### src/rtl/tia_horizontal_decode_pkg.sv
`default_nettype none
// ============================================================================
// Module : tia_horizontal_decode_pkg
// Desc   : Horizontal LFSR decode codes and the decoded-event type shared by
//          the horizontal decoder, the LFSR stage and the bench.
// Rev    : 1.0  initial release
// ============================================================================
package tia_horizontal_decode_pkg;

    localparam logic [5:0] DEF_SHS_CODE    = 6'b111100;  // count 4
    localparam logic [5:0] DEF_RHS_CODE    = 6'b110111;  // count 8
    localparam logic [5:0] DEF_RCB_CODE    = 6'b001111;  // count 12
    localparam logic [5:0] DEF_RHB_CODE    = 6'b011100;  // count 16
    localparam logic [5:0] DEF_LRHB_CODE   = 6'b010111;  // count 18
    localparam logic [5:0] DEF_CNT_CODE    = 6'b101100;  // count 36
    localparam logic [5:0] LOCKUP_CODE     = 6'b111111;  // LFSR lock-up state

    typedef enum logic [2:0] {
        HC_NONE = 3'd0,
        HC_SHS  = 3'd1,
        HC_RHS  = 3'd2,
        HC_RCB  = 3'd3,
        HC_RHB  = 3'd4,
        HC_LRHB = 3'd5,
        HC_CNT  = 3'd6,
        HC_LOCK = 3'd7
    } hcode_e;

endpackage
`default_nettype wire

### src/rtl/tia_sr_flop.sv
`default_nettype none
// ============================================================================
// Module : tia_sr_flop
// Desc   : Synchronous set/reset flop; reset > set > clear, holds otherwise.
// Rev    : 1.0  initial release
// ============================================================================
module tia_sr_flop #(
    parameter logic RST_VAL = 1'b0
) (
    input  logic clk,
    input  logic rst,
    input  logic i_set,
    input  logic i_clr,
    output logic o_q
);

    logic r_q;

    always_ff @(posedge clk) begin
        if (rst) begin
            r_q <= RST_VAL;
        end else if (i_set) begin
            r_q <= 1'b1;
        end else if (i_clr) begin
            r_q <= 1'b0;
        end
    end

    assign o_q = r_q;

endmodule
`default_nettype wire

### src/rtl/tia_horizontal_decode.sv
`default_nettype none
// ============================================================================
// Module : tia_horizontal_decode
// Desc   : Decodes the horizontal LFSR count into HSYNC, HBLANK (with HMOVE
//          late blank), colour burst and centre pulse. Optional sticky lock-up
//          error flag when TIA_HDECODE_ERR_EN is defined.
// Rev    : 1.0  initial release
// ============================================================================
module tia_horizontal_decode
    import tia_horizontal_decode_pkg::*;
#(
    parameter logic [5:0] SHS_CODE  = DEF_SHS_CODE,
    parameter logic [5:0] RHS_CODE  = DEF_RHS_CODE,
    parameter logic [5:0] RCB_CODE  = DEF_RCB_CODE,
    parameter logic [5:0] RHB_CODE  = DEF_RHB_CODE,
    parameter logic [5:0] LRHB_CODE = DEF_LRHB_CODE,
    parameter logic [5:0] CNT_CODE  = DEF_CNT_CODE
) (
    input  logic       clk,
    input  logic       reset,
    input  logic       hphi_en,
    input  logic [5:0] lfsr,
    input  logic       shb,
    input  logic       hmove_strobe,
    output logic       hsync,
    output logic       hblank,
    output logic       cburst,
    output logic       center,
    output logic       line_start,
`ifdef TIA_HDECODE_ERR_EN
    output logic       err,
`endif
    output logic       hmove_latch
);

    hcode_e w_code;
    logic   w_line;
    logic   w_hsync_set, w_hsync_clr;
    logic   w_hblank_set, w_hblank_clr;
    logic   w_cburst_set, w_cburst_clr;
    logic   w_hmove_clr;
    logic   r_center;
    logic   r_line_start;

    // shb outranks any count match; no strobe means no event at all
    always_comb begin
        w_code = HC_NONE;
        if (hphi_en && !shb) begin
            if (lfsr == SHS_CODE)         w_code = HC_SHS;
            else if (lfsr == RHS_CODE)    w_code = HC_RHS;
            else if (lfsr == RCB_CODE)    w_code = HC_RCB;
            else if (lfsr == RHB_CODE)    w_code = HC_RHB;
            else if (lfsr == LRHB_CODE)   w_code = HC_LRHB;
            else if (lfsr == CNT_CODE)    w_code = HC_CNT;
            else if (lfsr == LOCKUP_CODE) w_code = HC_LOCK;
        end
    end

    assign w_line       = hphi_en && shb;
    assign w_hsync_set  = (w_code == HC_SHS);
    assign w_hsync_clr  = w_line || (w_code == HC_RHS);
    assign w_cburst_set = (w_code == HC_RHS);
    assign w_cburst_clr = w_line || (w_code == HC_RCB);
    assign w_hblank_set = w_line;
    // HMOVE pending moves the end of blank from RHB to the late LRHB count
    assign w_hblank_clr = ((w_code == HC_RHB)  && !hmove_latch) ||
                          ((w_code == HC_LRHB) &&  hmove_latch);
    assign w_hmove_clr  = (w_code == HC_LRHB);

    tia_sr_flop #(.RST_VAL(1'b0)) u_hsync (
        .clk   (clk),
        .rst   (reset),
        .i_set (w_hsync_set),
        .i_clr (w_hsync_clr),
        .o_q   (hsync)
    );

    tia_sr_flop #(.RST_VAL(1'b1)) u_hblank (
        .clk   (clk),
        .rst   (reset),
        .i_set (w_hblank_set),
        .i_clr (w_hblank_clr),
        .o_q   (hblank)
    );

    tia_sr_flop #(.RST_VAL(1'b0)) u_cburst (
        .clk   (clk),
        .rst   (reset),
        .i_set (w_cburst_set),
        .i_clr (w_cburst_clr),
        .o_q   (cburst)
    );

    tia_sr_flop #(.RST_VAL(1'b0)) u_hmove (
        .clk   (clk),
        .rst   (reset),
        .i_set (hmove_strobe),
        .i_clr (w_hmove_clr),
        .o_q   (hmove_latch)
    );

    always_ff @(posedge clk) begin
        if (reset) begin
            r_center     <= 1'b0;
            r_line_start <= 1'b0;
        end else begin
            r_center     <= (w_code == HC_CNT);
            r_line_start <= w_line;
        end
    end

    assign center     = r_center;
    assign line_start = r_line_start;

`ifdef TIA_HDECODE_ERR_EN
    logic r_err;

    always_ff @(posedge clk) begin
        if (reset) begin
            r_err <= 1'b0;
        end else if (w_code == HC_LOCK) begin
            r_err <= 1'b1;
        end
    end

    assign err = r_err;
`endif

endmodule
`default_nettype wire

### config.mk
export PLATFORM = sky130hd
export DESIGN_NAME = tia_horizontal_decode
export DESIGN_NICKNAME = d
export VERILOG_FILES = /design/src/rtl/tia_horizontal_decode_pkg.sv /design/src/rtl/tia_sr_flop.sv /design/src/rtl/tia_horizontal_decode.sv
export SDC_FILE = /design/constraint.sdc
export NUM_CORES = 1
export LEC_CHECK = 0
export ABC_CLOCK_PERIOD_IN_PS = 1520
export CAP_MARGIN = 20
export CORE_AREA = 5 5 42 44
export CTS_CLUSTER_DIAMETER = 40
export DETAILED_ROUTE_END_ITERATION = 7
export DIE_AREA = 0 0 47 49
export PLACE_DENSITY = 0.6
export SETUP_SLACK_MARGIN = 0.2
export SYNTH_ARGS = -nofsm -noshare
export SYNTH_HDL_FRONTEND = slang
export SYNTH_SLANG_ARGS = --single-unit
### constraint.sdc
create_clock -name clk -period 1.52 [get_ports clk]
set_input_delay 0.152 -clock clk [delete_from_list [all_inputs] [get_ports clk]]
set_output_delay 0.152 -clock clk [all_outputs]
set_load 0.005 [all_outputs]
==> metrics.cfg, run 1 <==
[run_status]
status=complete, no violations

[setup_path]
cp_top_family=simple AND/OR/NAND/NOR gates
worstPathArrival_ps=1470
crit_path_max_fanout=5
worstSetupStartpointType=input port
end_kind=flip-flop
cp_slowest_cell=dlygate4sd2_1
cp_num_buf_inv=1
cpPeakStageDelay_ps=280
crit_type=input port to flip-flop
cp.required_ps=1700
worstPathCellList=dlygate4sd2_1, or2_4, o221ai_1, o211ai_1, and4_1, nor3_2

[timing]
period_share_pct=84.72
timing.fmax_mhz=776.6
slew_violations=0
hold_viol=0
fin_skew_ps=0.02015
worst-slew-pin-transition_ps=297.3
setup_viol=0
timing.final.crit_period_ps=1288
maxSlewHeadroom_pct=80.09
rsz0062_at_grt=yes
whs_ps=497.1

[final_layout]
finalInstanceArea_um2=752.0
final_nets=99
area_delta_synth_final_pct=65.56
antennaDiodeCount=0
drive_above_1_share_pct=31.40
postLayoutCoreUtil_pct=53.66
nFillCells=147

[synthesis]
synth_area_leaders=dfxtp_1 26%, nor2_1 5.0%, nor3_1 4.4%, nand2b_1 4.1%, a21o_2 3.9%
synth_edf_count=0
synth-main-ff-cell=dfxtp_1
yosysTopAreaCell=dfxtp_1
ys_ff_latch=6
synthCells=55
yosysWarnings=0
syn-cell-area_um2=454.2
syn_area_per_cell_um2=8.258
synth_commonest_cells=6 x dfxtp_1, 6 x nor2_1, 4 x nand2_1, 4 x nor3_1
yosysSeqAreaShare_pct=26.45
yosysUniqueCellTypes=32
async_flop_share_pct=0
synth_fp_nets=66
synth_top_area_share_pct=26.45

[power_and_ir_drop]
power_w=0.0004454
p_per_area_nw_per_um2=592.3
p_leak_nw=0.3017
peakVddDrop_mv=0.3612

[grt]
grt_overflow=0
grt_pass1_wl_um=2208
grt_usage_pct=12.96
grt_pass1_vias=525
antenna_found_initial=0
grt_max_degree=6

[clock_tree]
numCtsBuffers=3
h-tree-depth=1
cts_root_buf=clkbuf_4
cts_sinks=6
cts_max_path_buffers=2
path_clk_slew_ps=50
insertion_delay_ps=240
cts_tree=built
holdBufCountCts=0

[floorplan]
num_rows=14
initial_core_util_pct=32.41
fp.coreArea_um2=1401
die_area_um2=2303
die_x_um=47
io_pins=17
fp.dieH_um=49

[detailed_routing]
routedWlPerCell_um=13.52
drtIter0Drc=7
vias=536
dr.pass1.iters=4
drc_errors=0
routed_wl_um=1379
routed-wl-met3_um=107
dr_wl_met2_um=633
met1Wirelength_um=593
routed.top_layer=met4
viasPerCell=5.255
final_antenna_net_count=0

[place]
port_buffers=16
dpl-instance-area_um2=723.2
gp_congestion=0.8671
dp_hpwl_um=1059

[worst_hold_path]
hp-class=flip-flop to flip-flop

[job]
max-cap-violations=0

-- cell families (layout without fill, tap and decap cells) --
group	count (synthesis)	count (layout)	synth area share (%)
AND/OR/NAND/NOR	26	26	34.71
AO/OA/AOI/OAI	16	16	26.17
flip-flops	6	6	26.45
XOR/XNOR	3	3	5.786
buffers and inverters	3	34	4.406
multiplexers	1	1	2.479
-- worst register-to-register path, cell delays in order (launching register included) --
cell and delay (ps):
dfxtp_1 320, a21boi_1 140, o21ba_1 160
-- layer usage --
layer  vias up  track usage (%)
li1        269                -
met1       240            16.70
met2        23            17.65
met3         4            4.797
met4         0            7.834
met5         -                0
-- state kept, by name (all words and copies together) (netlist names) --
name          count
center            1
line_start        1
u_cburst.o_q      1
u_hblank.o_q      1
u_hmove.o_q       1
u_hsync.o_q       1
-- layout make-up --
class	count	area, µm²	share of cell area (%)
repair buffers	30	255.2	33.94
clock buffers	3	22.52	2.995
flip-flops and latches	6	120.1	15.97
well taps	16	20.02	2.662
inverters	1	3.754	0.4992
multi-input cells	46	330.3	43.93
-- repair_timing --
action | in CTS | in global routing
pin swaps | 2 | 3
resized for setup | 8 | 5
cloned | 0 | 0
endpoints found under the hold margin | 0 | 0
setup buffers | 0 | 0
setup endpoints to repair | 5 | 4
-- report_power, final --
| group | total, W | switching [W] | internal [W] |
|---|---|---|---|
| combinational | 0.000131 | 0.0000586 | 0.0000728 |
| sequential | 0.000164 | 0.00000241 | 0.000162 |
| clock | 0.000150 | 0.0000605 | 0.0000895 |
-- cell usage in the layout (no fill, tap or decap), types with 2 or more instances in the layout --
cell              n
nand2b_1          3
clkdlybuf4s50_1  10
nor3_2            2
buf_4            14
a21o_2            2
dfxtp_1           6
nand3b_1          2
clkbuf_4          3
nor3_1            3
a21oi_1           3
dlygate4sd2_1     4
nor2_1            6
nand2_1           4
-- worst paths after layout --
check,from,to,slack (ps),cells past startpoint
max,lfsr[1],u_cburst.o_q$_SDFFE_PP0P_,230,6
max reg2reg,u_hmove.o_q$_SDFFE_PP0P_,u_hmove.o_q$_SDFFE_PP0P_,800,2
min,u_hblank.o_q$_SDFFE_PP1P_,u_hblank.o_q$_SDFFE_PP1P_,500,2
min reg2reg,u_hblank.o_q$_SDFFE_PP1P_,u_hblank.o_q$_SDFFE_PP1P_,500,2
-- per-stage QoR --
stage / std cells / setup slack (ps) / TNS [ps]
3_5_place_dp: 99 / -336.8 / -1332
3_3_place_gp: 99 / -280.1 / -1244
5_1_grt: 102 / 127.6 / 0
2_1_floorplan: 55 / 294.2 / 0
4_1_cts: 102 / 233.8 / 0
6_report: 102 / 232.3 / 0
Power figures use the tool's default switching activity.
==> run 2: changes to the inputs <==
ABC_CLOCK_PERIOD_IN_PS = 1300   (was 1520)
clock period = 1.3 ns   (was 1.52 ns; I/O delays follow)
==> run 2 against run 1 <==
Hold slack got worse by 110 ps. Clock power is 10% higher. Utilization increased by 2.4 points. First-iteration DRC count rose by 29%. Cell count unchanged.
==> metrics.cfg, run 2 (synthesis results as in run 1) <==
[clock_tree]
cts_setup_buffers=0  ; unchanged
path_clk_slew_ps=40  ; about the same
cts_tree=built
numCtsBuffers=3  ; unchanged
cts_root_buf=clkbuf_4
h-tree-depth=1  ; unchanged
cts_sinks=6  ; unchanged
insertion_delay_ps=240  ; about the same
cts_max_path_buffers=2  ; unchanged

[setup_path]
crit_type=input port to flip-flop
worstPathCellList=dlygate4sd2_1, nand3b_1, buf_4, nor3_2, a21boi_1, o21ba_1
crit_path_max_fanout=3  ; -2
cpPeakStageDelay_ps=230  ; -50 ps
cp_slowest_cell=dlygate4sd2_1
end_kind=flip-flop
cp_num_buf_inv=2  ; +1
worstSetupStartpointType=input port
cp.required_ps=1430  ; -270 ps
cp_top_family=buffers and inverters
worstPathArrival_ps=1210  ; -260 ps

[timing]
timing.fmax_mhz=922.6
period_share_pct=83.38
setup_viol=0  ; unchanged
fin_skew_ps=3.901  ; +3.881 ps
maxSlewHeadroom_pct=81.55  ; +1.5 points
worst-slew-pin-transition_ps=275.5  ; -21.82 ps
slew_violations=0  ; unchanged
hold_viol=0  ; unchanged
timing.final.crit_period_ps=1084
rsz0062_at_grt=yes
final.setup.tns_ps=0  ; unchanged
fin_ws_ps=216.1  ; -16.16 ps

[floorplan]
io_pins=17  ; unchanged
fp.dieH_um=49  ; unchanged
num_rows=14  ; unchanged
die_area_um2=2303  ; unchanged
initial_core_util_pct=32.41  ; unchanged
fp.coreArea_um2=1401  ; unchanged
die_x_um=47  ; unchanged

[detailed_routing]
vias=532  ; -0.75%
final_antenna_net_count=0  ; unchanged
dr.pass1.iters=4  ; unchanged
drc_errors=0  ; unchanged
routed_wl_um=1284  ; -6.9%
viasPerCell=5.216  ; -0.75%
drtIter0Drc=9  ; +2
routedWlPerCell_um=12.59  ; -6.9%

[grt]
antenna_found_initial=0  ; unchanged
grt_usage_pct=12.82  ; -0.14 points
grt_pass1_wl_um=2201  ; -0.32%
grt_overflow=0  ; unchanged
grt_pass1_vias=499  ; -5.0%
grt_max_degree=7  ; +1

[final_layout]
antennaDiodeCount=0  ; unchanged
area_delta_synth_final_pct=73.00
seqCellArea_um2=121.4  ; +1.0%
final_cell_mix=16 x buf_4, 8 x dlygate4sd2_1, 6 x nor2_1, 5 x dfxtp_1, 4 x nor3_2
final_common_cell=buf_4
instances_no_fill=102  ; unchanged
finalInstanceArea_um2=785.8  ; +4.5%
drive_above_1_share_pct=45.35  ; +14 points
multi_input_area_um2=381.6  ; +16%
final_nets=99  ; unchanged
nFillCells=133  ; -9.5%

[power_and_ir_drop]
p_clk_share_pct=31.6  ; -2.1 points
p_per_area_nw_per_um2=665.5  ; +12%
p_leak_nw=0.3376  ; +12%
swShare_pct=26.83  ; -0.44 points
seqPwrFrac_pct=36.8  ; about the same
combinationalPowerShare_pct=31.6  ; +2.1 points
switchingPower_w=0.0001403  ; +16%
peakVddDrop_mv=0.5824  ; +61%
p_int_w=0.0003826  ; +18%

[place]
post-place-ws_ps=-424.6  ; -87.80 ps
gp_congestion=0.7869  ; -9.2%
dpl-instance-area_um2=732.0  ; +1.2%
dp_hpwl_um=1006  ; -5.0%
port_buffers=16  ; unchanged
placed_cells=99  ; unchanged

[worst_hold_path]
hp-class=input port to flip-flop

[run_status]
status=complete, no violations

[job]
max-cap-violations=0  ; unchanged

run 2: final timing paths:
check                            start                         to  slack, ps  cells after the start
max                                shb   u_hmove.o_q$_SDFFE_PP0P_        220                      6
max reg2reg   u_hmove.o_q$_SDFFE_PP0P_   u_hmove.o_q$_SDFFE_PP0P_        580                      2
min reg2reg  u_hblank.o_q$_SDFFE_PP1P_  u_hblank.o_q$_SDFFE_PP1P_        490                      2
min                                shb      line_start$_SDFF_PP0_        390                      4
run 2: power groups by stage:
stage | Clock [W] | Combinational (W) | Sequential (W)
final | 0.000165 | 0.000165 | 0.000192
after global routing | 0.000192 | 0.000180 | 0.000193
after global placement | 0 | 0.000155 | 0.000195
after detailed placement | 0 | 0.000155 | 0.000195
after CTS | 0.000177 | 0.000153 | 0.000192
after floorplan | 0 | 0.0000679 | 0.000195
run 2: cell type report:
| class | instances | share of cell area (%) |
|---|---|---|
| multi-input combinational | 46 | 48.57 |
| timing repair buffer | 30 | 30.10 |
| sequential | 6 | 15.45 |
| clock buffer | 3 | 2.866 |
| tap | 16 | 2.548 |
| inverter | 1 | 0.4777 |
run 2: worst register-to-register path, cell delays in order, from the launching register on:
cell,delay (ps)
dfxtp_2,320
a21boi_1,120
o21ba_1,170
run 2: metrics by stage:
stage                     total power (W)  utilization [%]  hold slack [ps]
after floorplan                 0.0002633                -            201.4
after global placement          0.0003501            52.23            482.1
after detailed placement        0.0003501            52.23            491.4
after CTS                       0.0005220            53.93            379.5
after global routing            0.0005644            56.07            391.6
final                           0.0005229            56.07            389.7
run 2: what timing repair did:
action	4_1_cts	5_1_grt
cloned	0	0
setup endpoints to repair	11	5
pin swaps	10	11
gates resized for setup	35	13
hold buffers	0	0
run 2: per-layer routing:
| layer | global-route usage (%) | wire length [µm] | vias to the layer above |
|---|---|---|---|
| met4 | 2.765 | 0 | 0 |
| met2 | 17.19 | 598 | 11 |
| met1 | 18.68 | 619 | 248 |
| met3 | 5.535 | 66 | 0 |
| li1 | - | - | 273 |
| met5 | 0 | 0 | - |
==> run 3: changes to the inputs <==
ABC_CLOCK_PERIOD_IN_PS = 1110   (was 1300)
clock period = 1.11 ns   (was 1.3 ns; I/O delays follow)
==> run 3 against run 2 <==
Sequential share of layout area fell by 1.2 points. Clock skew grew 1.1 ps. Utilization up 6.4 points. Critical path type unchanged. Critical endpoint is now u_hblank.o_q$_SDFFE_PP1P_. Non-clock buffer count increased by 2. Global-route usage rose by 0.85 points. Routed wire length grew 15%.
==> metrics.cfg, run 3 (synthesis results as in run 1) <==
[timing]
fin_skew_ps=4.953  ; +1.052 ps
hold_viol=0  ; unchanged
period_share_pct=92.84
setup_viol=0  ; unchanged
worst-slew-pin-transition_ps=295.8  ; +20.27 ps
fin_ws_ps=79.53  ; -136.6 ps
rsz0062_at_grt=yes
timing.final.crit_period_ps=1030
timing.fmax_mhz=970.4
maxSlewHeadroom_pct=80.10  ; -1.5 points
slew_violations=0  ; unchanged

[detailed_routing]
routed_wl_um=1476  ; +15%
routedWlPerCell_um=14.19  ; +13%
dr.pass1.iters=4  ; unchanged
final_antenna_net_count=0  ; unchanged
drtIter0Drc=14  ; +5
vias=570  ; +7.1%
viasPerCell=5.481  ; +5.1%
drc_errors=0  ; unchanged

[setup_path]
worstSetupStartpointType=input port
cp_slowest_cell=nor4_1
end_kind=flip-flop
cpPeakStageDelay_ps=290  ; +60 ps
worstPathCellList=buf_8, or2_4, mux2_4, nor4_1, a21oi_1
worstPathArrival_ps=1150  ; -60 ps
rrSetupSlack_ps=320  ; -260 ps
crit_type=input port to flip-flop
crit_path_max_fanout=5  ; +2
cp.required_ps=1230  ; -200 ps

[power_and_ir_drop]
seqPwrFrac_pct=34.0  ; -2.8 points
p_leak_nw=0.3554  ; +5.3%
p_clk_share_pct=30.1  ; -1.5 points
peakVddDrop_mv=0.6938  ; +19%
p_int_w=0.0004744  ; +24%
combinationalPowerShare_pct=35.9  ; +4.3 points
switchingPower_w=0.0001820  ; +30%
swShare_pct=27.73  ; +0.90 points
p_per_area_nw_per_um2=749.5  ; +13%

[clock_tree]
h-tree-depth=1  ; unchanged
holdBufCountCts=0  ; unchanged
cts_max_path_buffers=2  ; unchanged
path_clk_slew_ps=50  ; about the same
numCtsBuffers=3  ; unchanged
insertion_delay_ps=240  ; about the same
cts_sinks=6  ; unchanged
cts_root_buf=clkbuf_4
cts_tree=built

[final_layout]
antennaDiodeCount=0  ; unchanged
multi_input_area_um2=422.9  ; +11%
finalInstanceArea_um2=875.8  ; +11%
final_cell_mix=16 x buf_4, 6 x nor2_1, 4 x nor3_2, 4 x dfxtp_1
seqCellArea_um2=125.1  ; +3.1%
final_nets=101  ; +2.0%
drive_above_1_share_pct=55.68  ; +10 points
nFillCells=125  ; -6.0%
final_common_cell=buf_4
area_delta_synth_final_pct=92.84

[grt]
grt_overflow=0  ; unchanged
antenna_found_initial=0  ; unchanged
grt_pass1_vias=530  ; +6.2%
grt_max_degree=7  ; unchanged
grt_pass1_wl_um=2339  ; +6.3%
grt_usage_pct=13.67  ; +0.85 points

[floorplan]
die_x_um=47  ; unchanged
die_area_um2=2303  ; unchanged
fp.dieH_um=49  ; unchanged
io_pins=17  ; unchanged
initial_core_util_pct=32.41  ; unchanged
fp.coreArea_um2=1401  ; unchanged
num_rows=14  ; unchanged

[place]
port_buffers=16  ; unchanged
post-place-ws_ps=-595.6  ; -171.0 ps
dp_hpwl_um=1006  ; unchanged
gp_congestion=0.7869  ; unchanged
dpl-instance-area_um2=732.0  ; unchanged

[job]
max-cap-violations=0  ; unchanged

[worst_hold_path]
hp-class=input port to flip-flop

[run_status]
status=complete, no violations

## run 3: cell count changes in the layout (fill, tap and decap cells not counted), moves of 2 or more
cell / before / now
clkdlybuf4s15_1: 0 / 3
dlygate4sd2_1: 8 / 1
clkbuf_2: 1 / 3
buf_12: 0 / 2
## run 3: power by group through the flow
stage	Sequential, W	Combinational (W)	Clock (W)
global route	0.000223	0.000252	0.000225
CTS	0.000225	0.000204	0.000207
detailed placement	0.000229	0.000181	0
floorplan	0.000229	0.0000795	0
global placement	0.000228	0.000182	0
finish	0.000223	0.000236	0.000198
## run 3: stage by stage
stage	hold slack, ps	TNS (ps)	util [%]	std cells	total power [W]
2_1_floorplan	182.4	-106.9	-	55	0.0003083
3_3_place_gp	482.1	-2968	52.23	99	0.0004101
3_5_place_dp	491.4	-2968	52.23	99	0.0004100
4_1_cts	297.0	0	58.48	102	0.0006363
5_1_grt	318.4	0	62.50	104	0.0006995
6_report	311.7	0	62.50	104	0.0006564
## run 3: per-layer routing
| metal | GRT usage, % | vias to the layer above | part of all wire, % |
|---|---|---|---|
| met1 | 18.50 | 277 | 44 |
| li1 | - | 278 | - |
| met5 | 0 | - | 0 |
| met2 | 20.14 | 15 | 51 |
| met3 | 5.535 | 0 | 5.4 |
| met4 | 2.765 | 0 | 0 |
## run 3: final cells by class
class | instances | area share [%]
multi-input cells | 46 | 48.29
repair buffers | 32 | 32.14
flip-flops and latches | 6 | 14.29
clock buffers | 3 | 2.571
well taps | 16 | 2.286
inverters | 1 | 0.4286
## run 3: final timing paths
path,to,from,cells past startpoint
hold / removal,line_start$_SDFF_PP0_,shb,4
hold reg to reg,u_hblank.o_q$_SDFFE_PP1P_,u_hblank.o_q$_SDFFE_PP1P_,2
setup / recovery,u_hblank.o_q$_SDFFE_PP1P_,lfsr[0],5
setup reg to reg,u_hblank.o_q$_SDFFE_PP1P_,u_hmove.o_q$_SDFFE_PP0P_,3
## run 3: what timing repair did
| item | in CTS | in global routing |
|---|---|---|
| setup endpoints to repair | 11 | 11 |
| resized for setup | 60 | 17 |
| pin swaps | 14 | 7 |
| setup buffers | 0 | 2 |
## run 3: worst max-delay path: cells and delay by family
kind                   cells  cell delay [ps]
multiplexers               1              270
AND/OR/NAND/NOR            2              550
buffers and inverters      1              100
AO/OA/AOI/OAI              1              120
